--- src/rtl/dht11_pkg.sv ---
// dht11_pkg: shared FSM state type, queue defaults and ASCII constants for the DHT11 chain
package dht11_pkg;
  typedef enum logic [1:0] {IDLE = 2'd0, WAIT_BUSY = 2'd1, WAIT_DONE = 2'd2} tx_state_e;
  localparam int DEF_DEPTH = 16;
  localparam int DEF_ADDR_W = 4;
  localparam int DEF_BUSY_TIMEOUT = 1023;
  localparam logic [7:0] CR = 8'h0D;
  localparam logic [7:0] LF = 8'h0A;
endpackage

--- src/rtl/sync_byte_fifo.sv ---
// sync_byte_fifo: single-clock byte FIFO with registered count and push/pop arbitration
module sync_byte_fifo #(
  parameter int DEPTH = 16,
  parameter int ADDR_W = 4
) (
  input  logic              clk,
  input  logic              rst,
  input  logic              push_req,
  input  logic [7:0]        wr_data,
  input  logic              pop,
  output logic [7:0]        rd_data,
  output logic [ADDR_W:0]   count,
  output logic              full,
  output logic              empty,
  output logic              drop
);
  localparam logic [ADDR_W:0] FULL_CNT = (ADDR_W + 1)'(DEPTH);
  logic [7:0] mem [DEPTH];
  logic [ADDR_W-1:0] wr_ptr, rd_ptr;
  logic push;
  assign full = count == FULL_CNT;
  assign empty = count == '0;
  // a pop in the same cycle frees the slot, so a full queue may still accept
  assign push = push_req && (!full || pop);
  assign drop = push_req && full && !pop;
  assign rd_data = mem[rd_ptr];
  always_ff @(posedge clk)
    if (push) mem[wr_ptr] <= wr_data;
  always_ff @(posedge clk) begin
    if (rst) begin
      wr_ptr <= '0;
      rd_ptr <= '0;
      count <= '0;
    end else begin
      if (push) wr_ptr <= wr_ptr + ADDR_W'(1);
      if (pop) rd_ptr <= rd_ptr + ADDR_W'(1);
      count <= count + {ADDR_W'(0), push} - {ADDR_W'(0), pop};
    end
  end
endmodule

--- src/rtl/dht11_ascii_tx_queue.sv ---
// dht11_ascii_tx_queue: buffers ASCII bytes and feeds them to a UART via a start/busy handshake
module dht11_ascii_tx_queue
  import dht11_pkg::*;
#(
  parameter int DEPTH = DEF_DEPTH,
  parameter int ADDR_W = DEF_ADDR_W,
  parameter int BUSY_TIMEOUT = DEF_BUSY_TIMEOUT
) (
  input  logic              clk,
  input  logic              rst,
  input  logic              go_ascii,
  input  logic [7:0]        ascii,
  input  logic              tx_busy,
  output logic              tx_start,
  output logic [7:0]        tx_data,
  output logic [ADDR_W:0]   fifo_count,
  output logic              fifo_full,
  output logic              fifo_empty,
  output logic              overflow,
  output logic              timeout_err
);
  localparam int TW = $clog2(BUSY_TIMEOUT + 1);
  localparam logic [TW-1:0] TMO_LAST = TW'(BUSY_TIMEOUT - 1);
  tx_state_e state, state_n;
  logic [TW-1:0] tmo, tmo_n;
  logic pop, drop, tmo_hit;
  logic [7:0] rd_data;
  sync_byte_fifo #(.DEPTH(DEPTH), .ADDR_W(ADDR_W)) u_fifo (
    .clk(clk),
    .rst(rst),
    .push_req(go_ascii),
    .wr_data(ascii),
    .pop(pop),
    .rd_data(rd_data),
    .count(fifo_count),
    .full(fifo_full),
    .empty(fifo_empty),
    .drop(drop)
  );
  always_ff @(posedge clk)
    state <= rst ? IDLE : state_n;
  always_comb begin
    state_n = state;
    tmo_n = tmo;
    pop = 1'b0;
    tmo_hit = 1'b0;
    case (state)
      IDLE: if (!fifo_empty && !tx_busy) begin
        pop = 1'b1;
        state_n = WAIT_BUSY;
      end
      WAIT_BUSY: if (tx_busy) begin
        state_n = WAIT_DONE;
        tmo_n = '0;
      end else if (tmo == TMO_LAST) begin
        tmo_hit = 1'b1;
        state_n = IDLE;
        tmo_n = '0;
      end else tmo_n = tmo + TW'(1);
      WAIT_DONE: if (!tx_busy) state_n = IDLE;
      default: state_n = IDLE;
    endcase
  end
  // the byte popped by a timed-out handshake is not retried
  always_ff @(posedge clk) begin
    if (rst) begin
      tmo <= '0;
      tx_start <= 1'b0;
      tx_data <= 8'h00;
      overflow <= 1'b0;
      timeout_err <= 1'b0;
    end else begin
      tmo <= tmo_n;
      tx_start <= pop;
      if (pop) tx_data <= rd_data;
      if (drop) overflow <= 1'b1;
      if (tmo_hit) timeout_err <= 1'b1;
    end
  end
endmodule

--- config.mk ---
export PLATFORM = sky130hd
export DESIGN_NAME = dht11_ascii_tx_queue
export DESIGN_NICKNAME = d
export VERILOG_FILES = /design/src/rtl/dht11_pkg.sv /design/src/rtl/sync_byte_fifo.sv /design/src/rtl/dht11_ascii_tx_queue.sv
export SDC_FILE = /design/constraint.sdc
export NUM_CORES = 1
export LEC_CHECK = 0
export ABC_AREA = 1
export ABC_CLOCK_PERIOD_IN_PS = 2500
export BUFFER_PORTS_ARGS = -buffer_cell sky130_fd_sc_hd__buf_2
export CAP_MARGIN = 20
export CORE_ASPECT_RATIO = 0.9
export CORE_MARGIN = 2
export CORE_UTILIZATION = 30
export CTS_BUF_LIST = sky130_fd_sc_hd__clkbuf_16
export CTS_CLUSTER_DIAMETER = 40
export CTS_CLUSTER_SIZE = 8
export DETAILED_ROUTE_END_ITERATION = 6
export MAX_ROUTING_LAYER = met4
export PLACE_DENSITY_LB_ADDON = 0.12
export SLEW_MARGIN = 40
export SYNTH_ARGS = -nofsm -noshare
export SYNTH_HDL_FRONTEND = slang
export SYNTH_SLANG_ARGS = --single-unit
--- constraint.sdc ---
create_clock -name clk -period 2.5 [get_ports clk]
set_input_delay 0.125 -clock clk [delete_from_list [all_inputs] [get_ports clk]]
set_output_delay 0.125 -clock clk [all_outputs]
set_load 0.005 [all_outputs]
* After elaboration in Yosys (flattened, before gate mapping)
Memory sizes are Yosys's and may differ from the RTL's. A register that Yosys moved wholly into a read port is not among the register bits.
Index checks and enable logic that the tools add are counted.
** Word-level totals
- Logic and storage cells :: 47
- Memories kept :: 1
- Flip-flop bits (word level) :: 28
- Bits in writable memories :: 128
** Cells by class
- Mux-type cells :: 14
- Equality and inequality tests :: 7
- Reduce and logical (&&, ||, !) cells :: 12
- $add $sub $neg :: 5
** Memories
- u_fifo.mem :: words 16, bits a word 8, rd ports 1, clocked after memory_dff 1, write ports 1, RTL line sync_byte_fifo.sv:18 : logic [7:0] mem [DEPTH];
** Operator list (count)
- $mux W10 :: 2
- $add A10 B1 Y10 const B :: 1
- $eq A10 B10 Y1 const B :: 1
- $add A4 B1 Y4 const B :: 2
- $mux W2 :: 4
- $mux W1 :: 7
- $pmux W2 S3 :: 1
- $add A5 B1 Y5 :: 1
- $eq A5 B5 Y1 const B :: 1
- $logic_not A5 Y1 :: 1
- $sub A5 B1 Y5 :: 1
- $logic_and A1 B1 Y1 :: 4
- $logic_not A1 Y1 :: 4
- $ne A2 B2 Y1 const B :: 2
- $ne A3 B3 Y1 const B :: 1
- $reduce_and A3 Y1 :: 1
- $eq A2 B1 Y1 const B :: 1
- $eq A2 B2 Y1 const B :: 1
- $logic_not A2 Y1 :: 1
- $logic_or A1 B1 Y1 :: 1

* Depth between registers and ports, before layout
Gate-level depths: netlist of the first run.
- Word-level depth :: 9
- Gate-level depth with buffers :: 16
- Mapped depth without buffers :: 15

* Cells and area by module
Synthesis of the first run repeated with hierarchy kept, for this count alone.
** Second synthesis, totals
- Cell total of the unflattened synthesis :: 796
- Area, all modules :: 7538.5 um^2
** Modules (own cells, without submodules)
- sync_byte_fifo :: cells each 651, instances 1, area an instance 6495.0 um^2
- dht11_ascii_tx_queue :: cells each 145, instances 1, area an instance 1043.5 um^2

* Worst setup path after synthesis of the first run
OpenSTA, ideal clock, no wires.
- Path type :: register -> register
- Start :: register u_fifo.count[3]
- End :: register u_fifo.count[4]
- Arrival time :: 2337 ps
- Slack :: 41 ps
- Setup time :: 122 ps
- Cell stages (with the launch flop) :: 17
- Buffers on the path :: 1
- Cells stage by stage :: dfxtp_1 > inv_1 > ha_1 > nand2_1 > nor2_1 > nand2_1 > nand2_2 > inv_2 > buf_6 > ha_1 > inv_1 > ha_1 > fa_1 > a21oi_1 > o21bai_1 > o21ai_0 > a21oi_1
** Between the ends
- Longest elaborated chain between the ends :: 9
** Ends and longest elaborated chain
- start: declaration :: RTL line sync_byte_fifo.sv:12 : output logic [ADDR_W:0] count,
- start signal: assignment :: RTL line sync_byte_fifo.sv:37 : count <= count + {ADDR_W'(0), push} - {ADDR_W'(0), pop};
- $logic_not A5 Y1 (*) :: RTL line sync_byte_fifo.sv:22 : assign empty = count == '0;
- $logic_not A1 Y1 (*) :: RTL line dht11_ascii_tx_queue.sv:48 : IDLE: if (!fifo_empty && !tx_busy) begin
- $logic_and A1 B1 Y1 (*) :: RTL line dht11_ascii_tx_queue.sv:48
- $mux W1 (*) :: RTL line dht11_ascii_tx_queue.sv:48
- $mux W1 (*) :: RTL line dht11_ascii_tx_queue.sv:47 : case (state)
- named net pop :: RTL line dht11_ascii_tx_queue.sv:26 : logic pop, drop, tmo_hit;
- $logic_or A1 B1 Y1 :: RTL line sync_byte_fifo.sv:24 : assign push = push_req && (!full || pop);
- $logic_and A1 B1 Y1 :: RTL line sync_byte_fifo.sv:24
- $add A5 B1 Y5 :: RTL line sync_byte_fifo.sv:37
- $sub A5 B1 Y5 (*) :: RTL line sync_byte_fifo.sv:37
Mark *: on every way through the listed nets, which the timed path passes. The rest lies on a longest branch.
A chain may end at the register's enable or synchronous reset.

* Worst setup path after layout of the first run
- Start :: register u_fifo.count[3]
- End :: register u_fifo.count[4]
** Between the ends
- Longest elaborated chain between the ends :: 9
** Ends and longest elaborated chain (RTL line)
- $logic_not A5 Y1 :: sync_byte_fifo.sv:22
- $logic_not A1 Y1 :: dht11_ascii_tx_queue.sv:48
- $logic_and A1 B1 Y1 :: dht11_ascii_tx_queue.sv:48
- $mux W1 :: dht11_ascii_tx_queue.sv:48
- $mux W1 :: dht11_ascii_tx_queue.sv:47
- $logic_or A1 B1 Y1 :: sync_byte_fifo.sv:24
- $logic_and A1 B1 Y1 :: sync_byte_fifo.sv:24
- $add A5 B1 Y5 :: sync_byte_fifo.sv:37
- $sub A5 B1 Y5 (*) :: sync_byte_fifo.sv:37
Mark *: on every way between the ends. The rest lies on a longest branch, timed or not.

==> results of run 1 <==
[cell type report]
| cell class | count | area [sq um] | share of cell area (%) |
|---|---|---|---|
| clock buffers | 17 | 425 | 5.06 |
| multi-input cells | 456 | 2090 | 24.9 |
| flip-flops and latches | 164 | 4570 | 54.4 |
| inverters | 105 | 394 | 4.69 |
| clock inverters | 15 | 181 | 2.16 |
| repair buffers | 57 | 360 | 4.29 |
| well taps | 302 | 378 | 4.50 |
[cell families (layout without fill, tap and decap cells)]
logic type	count (synthesis)	count (layout)	synth area share (%)
compound gates	40	40	2.94
xor+xnor	6	6	0.727
fa+ha+maj	14	14	2.53
buf+inv	137	194	7.93
flops	164	164	63.2
simple gates	396	396	22.7
[path summary, 6_finish.rpt]
check,start,endpoint,cells after the start
max,u_fifo.count[3],u_fifo.count[4],15
min,ascii[5],u_fifo.mem[8][5],1
max reg2reg,u_fifo.count[3],u_fifo.count[4],15
min reg2reg,tmo[7],tmo[7],2
[where the power goes]
part	internal [mW]	leakage (nW)	switching, mW	total (mW)
combinational	0.600	1.78	1.27	1.87
sequential	3.10	1.45	0.110	3.21
clock	1.58	0.291	1.12	2.70
total	5.28	3.52	2.50	7.78
[worst register-to-register path: stages (launching register included)]
cell,delay [ns]
dfxtp_1,0.34
inv_1,0.08
ha_1,0.14
nand2_1,0.06
nor2_2,0.09
nand2_1,0.09
nand2_2,0.08
inv_2,0.04
ha_1,0.26
inv_1,0.04
ha_1,0.22
fa_2,0.36
a21oi_1,0.15
o21bai_1,0.09
o21ai_1,0.13
a21oi_1,0.05
[per-layer routing]
metal	part of all wire (%)	routed length, um	vias to the layer above
met5	0	0	-
met4	1.1	202	0
met3	3.3	618	17
met2	45	8420	84
met1	50	9290	2358
li1	-	-	2523
[timing repair]
action | 4_1_cts | 5_1_grt
hold endpoints to repair | 2 | 0
hold buffers | 2 | 0
gates resized for setup | 0 | 3
endpoints found under the setup margin | 0 | 1
[cells in the final DEF (no fill, tap or decap), types with 4 or more instances in the layout]
master / n
clkinv_4: 4
edfxtp_1: 128
o21ai_0: 10
clkinv_1: 4
inv_1: 101
clkbuf_16: 17
nand2_1: 242
dfxtp_1: 35
buf_4: 26
nand3_1: 99
nor2_1: 46
ha_1: 13
buf_2: 29
a21oi_1: 22
xor2_1: 5
[synthesized netlist by cell type (all sizes together)]
| library cell | instances | area [sq um] |
|---|---|---|
| o21ai | 13 | 65.1 |
| nand2 | 245 | 927 |
| o21bai | 2 | 15.0 |
| xnor2 | 1 | 8.76 |
| o21a | 1 | 7.51 |
| dfxtp | 36 | 721 |
| a21oi | 22 | 110 |
| inv | 103 | 387 |
| ha | 13 | 163 |
| or2 | 1 | 8.76 |
| nor3 | 1 | 5.00 |
| clkinv | 2 | 7.51 |
| xor2 | 5 | 43.8 |
| nor2 | 49 | 199 |
| clkbuf | 7 | 26.3 |
| edfxtp | 128 | 3840 |
| nand4 | 1 | 6.26 |
| fa | 1 | 20.0 |
| nand3 | 99 | 495 |
| o31ai | 1 | 7.51 |
| buf | 25 | 153 |
| a211oi | 1 | 7.51 |
[flip-flops by register name, indices dropped and copies added, names as in the netlist]
signal         count
u_fifo.mem       128
tx_data            8
timeout_err        1
state              2
tx_start           1
overflow           1
u_fifo.wr_ptr      4
u_fifo.count       5
tmo               10
u_fifo.rd_ptr      4
==> reports/metrics.yaml, run 1 <==
place:
  post-place-ws_ns: 0.0628
  post_dp_cell_area_sq_um: 7770
  place.gp.congestion: 0.804
  dp_hpwl_um: 11900
  dp.cells: 1082
  portBuffers: 29
route:
  wl_per_cell_um: 16.6
  num_vias: 4982
  antenna_left: 0
  drt_iter0_markers: 331
  first_pass_iters: 4
  viasPerCell: 4.46
  wl_um: 18500
  drc_errors: 0
flow_run:
  drv_cap: 0
worst_setup_path:
  critPathLaunchType: "flip-flop"
  r2r_slack_ns: 0.17
  crit_family: "adder cells"
  crit_required_ns: 2.82
  crit_buf_inv: 3
  crit_path_max_incr_delay_ns: 0.36
  cp_data_arrival_time_ns: 2.66
  endpoint_kind: "flip-flop"
  cpMostUsedCell: "ha_1"
  slowest_stage: "fa_2"
  crit_type: "flip-flop to flip-flop"
  path_max_fanout: 3
  worstPathCellList: "inv_1 > ha_1 > nand2_1 > nor2_2 > nand2_1 > nand2_2 > inv_2 > ha_1 > inv_1 > ha_1 > fa_2 > a21oi_1 > o21bai_1 > o21ai_1 > a21oi_1"
floorplanning:
  coreArea_sq_um: 23500
  die_x_um: 168
  die-area_sq_um: 25300
  start_util_pct: 30.7
  fp.dieH_um: 151
  placementRows: 53
  io_pins: 30
synthesis:
  ys_ff_latch: 164
  seq_area_frac_synth_pct: 63.2
  ys_warn_count: 0
  netlist_instances: 757
  synth_cell_types: 29
  synth_nets: 783
  syn-cell-area_sq_um: 7230
  avgSynthCellArea_sq_um: 9.55
power:
  power.density_nw_per_um2: 926
  p_leak_nw: 3.52
  peakVddDrop_mv: 0.322
  finalPower_mw: 7.78
clock_tree:
  cts_buffers: 17
  clock_latency_ns: 0.44
  clockBufferDepth: 2
  clkTransAtPathRegs_ns: 0.07
  cts_tree: "built"
  clock_sinks: 164
  root_buffer: "clkbuf_16"
  cts_max_level: 4
  cts_setup_buffers: 0
timing:
  rsz0062_at_grt: "false"
  worst_slack_ns: 0.166
  fin_crit_sh_pct: 93.4
  slew_headroom_pct: 58.0
  setup_viol_count_final: 0
  setup_tns_ns: 0
  finalHoldViolCount: 0
  fin_skew_ns: 0.0144
  timing.final.crit_period_ns: 2.33
  slew_viol_final: 0
  tightest_slew_ns: 0.627
  max_freq_ghz: 0.428
  hold_ws_ns: 0.136
finish:
  postLayoutCoreUtil_pct: 35.7
  fillerInstances: 2343
  drive_above_1_share_pct: 11.8
  num_antenna_cells: 0
  final_nets: 827
  design_area_sq_um: 8400
  finish.cell_count_without_fillers: 1116
  area_growth_pct: 16.2
global_route:
  grt_util_met3_pct: 3.48
  grt_overflow: 0
  grt_pass1_wl_um: 28900
  grt_util_met1_pct: 21.5
  top_usage_layer: "met2"
  grt_util_met2_pct: 24.3
  antenna_found_initial: 0
  grt_use_total_pct: 16.0
  grt_max_degree: 51
  grt_pass1_vias: 4958
run_status:
  status: "completed"
min_path:
  holdCritPathClass: "input port to flip-flop"
No activity file was read; power rests on OpenSTA's default activity.
==> inputs of run 2 (changes only) <==
--- a/config.mk
+++ b/config.mk
@@ -13,3 +13,3 @@
 export CORE_MARGIN = 2
-export CORE_UTILIZATION = 30
+export CORE_UTILIZATION = 55
 export CTS_BUF_LIST = sky130_fd_sc_hd__clkbuf_16
==> constraint.sdc (replaced) <==
create_clock -name clk -period 2.5 [get_ports clk]
set_input_delay 0.375 -clock clk [delete_from_list [all_inputs] [get_ports clk]]
set_output_delay 0.375 -clock clk [all_outputs]
set_load 0.005 [all_outputs]
==> run 2 against run 1 <==
Non-clock buffer count fell by 2. Final cell count fell by 13%. First-iteration DRC count rose by 60%. Utilization rose by 29 points. Worst setup slack improved by 0.051 ns. Sequential share of layout area rose by 1.3 points. Cell area fell by 2.3%. Die area fell by 44%. Flip-flop and latch count did not move. Critical endpoint unchanged. Highest routed layer unchanged.
==> reports/metrics.yaml, run 2 (same netlist as run 1, synthesis figures left out) <==
power:
  pwr-share-comb_pct: 23.6
  seq_power_share_pct: 42.3
  p_leak_nw: 3.51
  p_sw_mw: 2.36
  clkPwrFrac_pct: 34.1
  switching_share_pct: 30.9
  internal_power_mw: 5.28
  power.density_nw_per_um2: 931
  finalPower_mw: 7.64
  peakVddDrop_mv: 0.653
global_route:
  grt_util_met1_pct: 32.3
  grt_pass1_wl_um: 25300
  grt_use_total_pct: 24.5
  grt_max_degree: 67
  grt_util_met3_pct: 4.35
  grt_pass1_vias: 4982
  top_usage_layer: "met2"
  grt_overflow: 0
  grt_util_met2_pct: 37.9
  antenna_found_initial: 0
floorplanning:
  die_x_um: 125
  die-area_sq_um: 14100
  coreArea_sq_um: 12800
  fp.dieH_um: 113
  placementRows: 39
  start_util_pct: 56.5
  io_pins: 30
route:
  drc_errors: 0
  viasPerCell: 5.28
  wl_per_cell_um: 16.3
  drt_iter0_markers: 531
  wl_um: 15900
  first_pass_iters: 5
  num_vias: 5151
  antenna_left: 0
clock_tree:
  cts_tree: "built"
  root_buffer: "clkbuf_16"
  clkTransAtPathRegs_ns: 0.06
  cts_max_level: 4
  clock_sinks: 164
  clock_latency_ns: 0.43
  cts_buffers: 17
  clockBufferDepth: 2
finish:
  drive_above_1_share_pct: 12.6
  ff_latch_area_sq_um: 4570
  multi_input_area_sq_um: 2100
  fillerInstances: 1049
  largest_register_ffs: 128
  largest-register: "u_fifo.mem"
  area_growth_pct: 13.6
  design_area_sq_um: 8210
  final_common_cell: "nand2_1"
  final_nets: 825
  largest_registers: "u_fifo.mem: 128 flops, tmo: 10 flops, tx_data: 8 flops"
  num_antenna_cells: 0
  final_cell_mix: "241 x nand2_1, 128 x edfxtp_1, 100 x inv_1"
timing:
  slew_viol_final: 0
  rsz0062_at_grt: "false"
  slew_headroom_pct: 64.3
  hold_ws_ns: 0.218
  fin_skew_ns: 0.00605
  max_freq_ghz: 0.438
  setup_tns_ns: 0
  tightest_slew_ns: 0.532
  timing.final.crit_period_ns: 2.28
  finalHoldViolCount: 0
  worst_slack_ns: 0.217
  fin_crit_sh_pct: 91.3
  setup_viol_count_final: 0
worst_setup_path:
  crit_type: "flip-flop to flip-flop"
  path_max_fanout: 3
  cp_data_arrival_time_ns: 2.59
  r2r_cells: 15
  critPathLaunchType: "flip-flop"
  crit_required_ns: 2.81
  r2r-start: "u_fifo.count[2]"
  r2r_slack_ns: 0.22
  endpoint_kind: "flip-flop"
  worst_r2r_endpoint: "u_fifo.count[4]"
place:
  post-place-ws_ns: 0.0718
  place.gp.congestion: 0.870
  post_dp_cell_area_sq_um: 7600
  portBuffers: 29
  dp_hpwl_um: 10100
min_path:
  min_from: "go_ascii"
  holdCritPathClass: "input port to flip-flop"
  whs_endpoint: "overflow"
  hold_depth: 3
run_status:
  status: "completed"
flow_run:
  drv_cap: 0
-- run 2: changes by cell type in the layout (fill, tap and decap cells not counted), moves of 2 or more --
cell,change
clkinv_2,+3
clkinv_4,-3
dfxtp_1,-2
dfxtp_2,+2
dlygate4sd3_1,-2
inv_2,+2
-- run 2: power by group through the flow --
| stage | Clock [mW] | Combinational (mW) | Sequential, mW |
|---|---|---|---|
| after floorplan | 0 | 1.25 | 3.24 |
| after global placement | 0 | 1.72 | 3.28 |
| after detailed placement | 0 | 1.75 | 3.29 |
| after CTS | 2.63 | 1.76 | 3.23 |
| after global routing | 2.75 | 2.03 | 3.25 |
| final | 2.61 | 1.80 | 3.24 |
-- run 2: final cells by class --
cell class	instances	area share [%]
sequential	164	55.6
multi-input combinational	456	25.6
clock buffer	17	5.18
inverter	105	4.80
timing repair buffer	55	4.30
tap	164	2.50
clock inverter	15	2.00
-- run 2: timing repair --
| action | CTS | global route |
|---|---|---|
| setup endpoints to repair | 0 | 1 |
| setup buffers | 0 | 1 |
| resized for setup | 0 | 9 |
| hold buffers | 0 | 0 |
-- run 2: worst max-delay path by stage --
| stage | startpoint | to | slack [ns] |
|---|---|---|---|
| 2_1_floorplan | u_fifo.count[3] | u_fifo.count[4] | 0.04 |
| 3_3_place_gp | u_fifo.count[3] | u_fifo.count[4] | 0.15 |
| 3_5_place_dp | u_fifo.count[2] | u_fifo.count[4] | 0.07 |
| 4_1_cts | u_fifo.count[2] | u_fifo.count[4] | 0.06 |
| 5_1_grt | u_fifo.count[2] | u_fifo.count[4] | 0.01 |
| 6_report | u_fifo.count[2] | u_fifo.count[4] | 0.22 |
-- run 2: metrics by stage --
step | utilization, % | instances
6_report | 64.2 | 976
4_1_cts | 64.1 | 975
3_5_place_dp | 59.4 | 943
2_1_floorplan | - | 757
3_3_place_gp | 59.4 | 943
5_1_grt | 64.2 | 976
-- run 2: layer usage --
layer / part of all wire [%] / wire, um / vias to the layer above
li1: - / - / 2527
met1: 43 / 6850 / 2407
met2: 48 / 7600 / 188
met3: 7.0 / 1110 / 29
met4: 2.0 / 316 / 0
met5: 0 / 0 / -
-- run 2: worst max-delay path: stages, from the launching register on --
cell	delay (ns)
dfxtp_2	0.33
inv_2	0.06
ha_1	0.15
nand2_1	0.07
nor2_2	0.13
nand2_2	0.07
nand2_2	0.07
inv_2	0.04
ha_1	0.26
inv_1	0.04
ha_2	0.20
fa_2	0.36
a21oi_1	0.15
o21bai_1	0.09
o21ai_1	0.12
a21oi_1	0.05
==> inputs of run 3 (changes only) <==
- ABC_CLOCK_PERIOD_IN_PS: 2500 -> 2900
- CORE_UTILIZATION: 55 -> 65
- clock period: 2.5 -> 2.9 ns (I/O delays scaled with it)
==> run 3 against run 2 <==
Final cell count decreased by 5.5%. Critical endpoint unchanged. Cell area shrank 3.6%. Sequential power down 15%. Combinational power is 16% lower. Clock skew rose by 0.00095 ns. Highest routed layer unchanged. Register-to-register slack better by 0.10 ns. Global-route usage grew 4.4 points. Non-clock buffer count fell by 23. Sequential share of layout area grew 2.1 points. Clock power decreased by 23%. Via count grew 0.49%.
==> reports/metrics.yaml, run 3 (same netlist as run 1, synthesis figures left out) <==
worst_setup_path:
  r2r-start: "u_fifo.count[3]"
  endpoint_kind: "flip-flop"
  worstPathCellList: "inv_1 > ha_1 > nand2_1 > nor2_1 > nand2_1 > nand2_2 > inv_2 > ha_1 > inv_1 > ha_1 > fa_1 > a21oi_1 > o21bai_1 > o21ai_0 > a21oi_1"
  worst_r2r_endpoint: "u_fifo.count[4]"
  r2r_slack_ns: 0.32
  crit_type: "flip-flop to flip-flop"
  cpMostUsedCell: "ha_1"
  crit_path_max_incr_delay_ns: 0.43
  r2r_cells: 15
  cp_data_arrival_time_ns: 2.89
  path_max_fanout: 8
  slowest_stage: "fa_1"
  crit_required_ns: 3.21
  critPathLaunchType: "flip-flop"
route:
  antenna_left: 0
  wl_um: 15800
  drt_iter0_markers: 607
  viasPerCell: 5.61
  num_vias: 5176
  wl_per_cell_um: 17.2
  drc_errors: 0
  first_pass_iters: 5
finish:
  largest_registers: "u_fifo.mem: 128 flops, tmo: 10 flops, tx_data: 8 flops"
  final_nets: 802
  design_area_sq_um: 7910
  largest_register_ffs: 128
  final_cell_mix: "242 x nand2_1, 128 x edfxtp_1, 102 x inv_1"
  largest-register: "u_fifo.mem"
  final_common_cell: "nand2_1"
  area_growth_pct: 9.47
  drive_above_1_share_pct: 8.87
  num_antenna_cells: 0
  finish.cell_count_without_fillers: 922
place:
  place.gp.congestion: 0.906
  dp.cells: 890
  dp_hpwl_um: 9990
  portBuffers: 29
  post_dp_cell_area_sq_um: 7390
timing:
  setup_tns_ns: 0
  tightest_slew_ns: 0.751
  finalHoldViolCount: 0
  timing.final.crit_period_ns: 2.58
  fin_crit_sh_pct: 88.9
  rsz0062_at_grt: "false"
  fin_skew_ns: 0.00700
  max_freq_ghz: 0.388
  slew_headroom_pct: 49.9
  setup_viol_count_final: 0
  slew_viol_final: 0
  hold_ws_ns: 0.298
clock_tree:
  postCtsHoldBufs: 0
  clock_latency_ns: 0.42
  root_buffer: "clkbuf_16"
  clockBufferDepth: 2
  clkTransAtPathRegs_ns: 0.06
  cts.repair.resized: 0
  cts_tree: "built"
  cts_setup_buffers: 0
  cts_buffers: 17
  clock_sinks: 164
  cts_max_level: 4
min_path:
  whs_endpoint: "overflow"
  hold_depth: 3
  holdCritPathClass: "input port to flip-flop"
  min_from: "go_ascii"
global_route:
  grt_pass1_vias: 4922
  grt_use_total_pct: 28.9
  antenna_found_initial: 0
  grt_max_degree: 67
  grt_pass1_wl_um: 24700
  grt_overflow: 0
floorplanning:
  die_x_um: 115
  placementRows: 36
  fp.dieH_um: 104
  start_util_pct: 66.9
  die-area_sq_um: 12000
  io_pins: 30
  coreArea_sq_um: 10800
power:
  finalPower_mw: 6.28
  power.density_nw_per_um2: 793
  peakVddDrop_mv: 0.650
  p_leak_nw: 3.37
run_status:
  status: "completed"
flow_run:
  drv_cap: 0
run 3: worst max-delay path, delay by kind of cell (launching register included):
kind	cells	cell delay, ns
fa+ha+maj	4	1.07
compound gates	4	0.46
simple gates	4	0.42
flops	1	0.32
buf+inv	3	0.19
run 3: power breakdown:
| part | internal, mW | leakage, nW | switching (mW) | total, mW |
|---|---|---|---|---|
| Sequential | 2.67 | 1.45 | 0.0814 | 2.76 |
| Combinational | 0.475 | 1.65 | 1.03 | 1.51 |
| Clock | 1.15 | 0.265 | 0.861 | 2.01 |
| Total | 4.30 | 3.37 | 1.98 | 6.28 |
run 3: cell type report:
cell class                 count  area, sq um
clock inverter                15          100
inverter                     105          397
tap                          133          166
multi-input combinational    456         2090
clock buffer                  17          425
fill                         788         2900
sequential                   164         4570
timing repair buffer          32          168
run 3: through the flow:
stage,utilization [%],worst slack [ns]
final,73.2,0.321
after global routing,73.2,0.0447
after CTS,73.2,0.318
after detailed placement,68.3,0.352
after global placement,68.3,0.469
after floorplan,-,0.441
run 3: worst max path at each step:
stage / startpoint / slack, ns / endpoint / cells past startpoint
detailed placement: u_fifo.count[3] / 0.35 / u_fifo.count[4] / 15
global route: u_fifo.count[2] / 0.04 / u_fifo.count[4] / 15
CTS: u_fifo.count[3] / 0.32 / u_fifo.count[4] / 15
global placement: u_fifo.count[3] / 0.47 / u_fifo.count[4] / 15
floorplan: u_fifo.count[3] / 0.44 / u_fifo.count[4] / 16
finish: u_fifo.count[3] / 0.32 / u_fifo.count[4] / 15
run 3: routing by layer:
| metal | up-vias | wire, um | track usage (%) |
|---|---|---|---|
| li1 | 2479 | - | - |
| met1 | 2462 | 6730 | 38.3 |
| met2 | 205 | 7620 | 44.5 |
| met3 | 30 | 1200 | 7.11 |
| met4 | 0 | 291 | 9.29 |
| met5 | - | 0 | - |
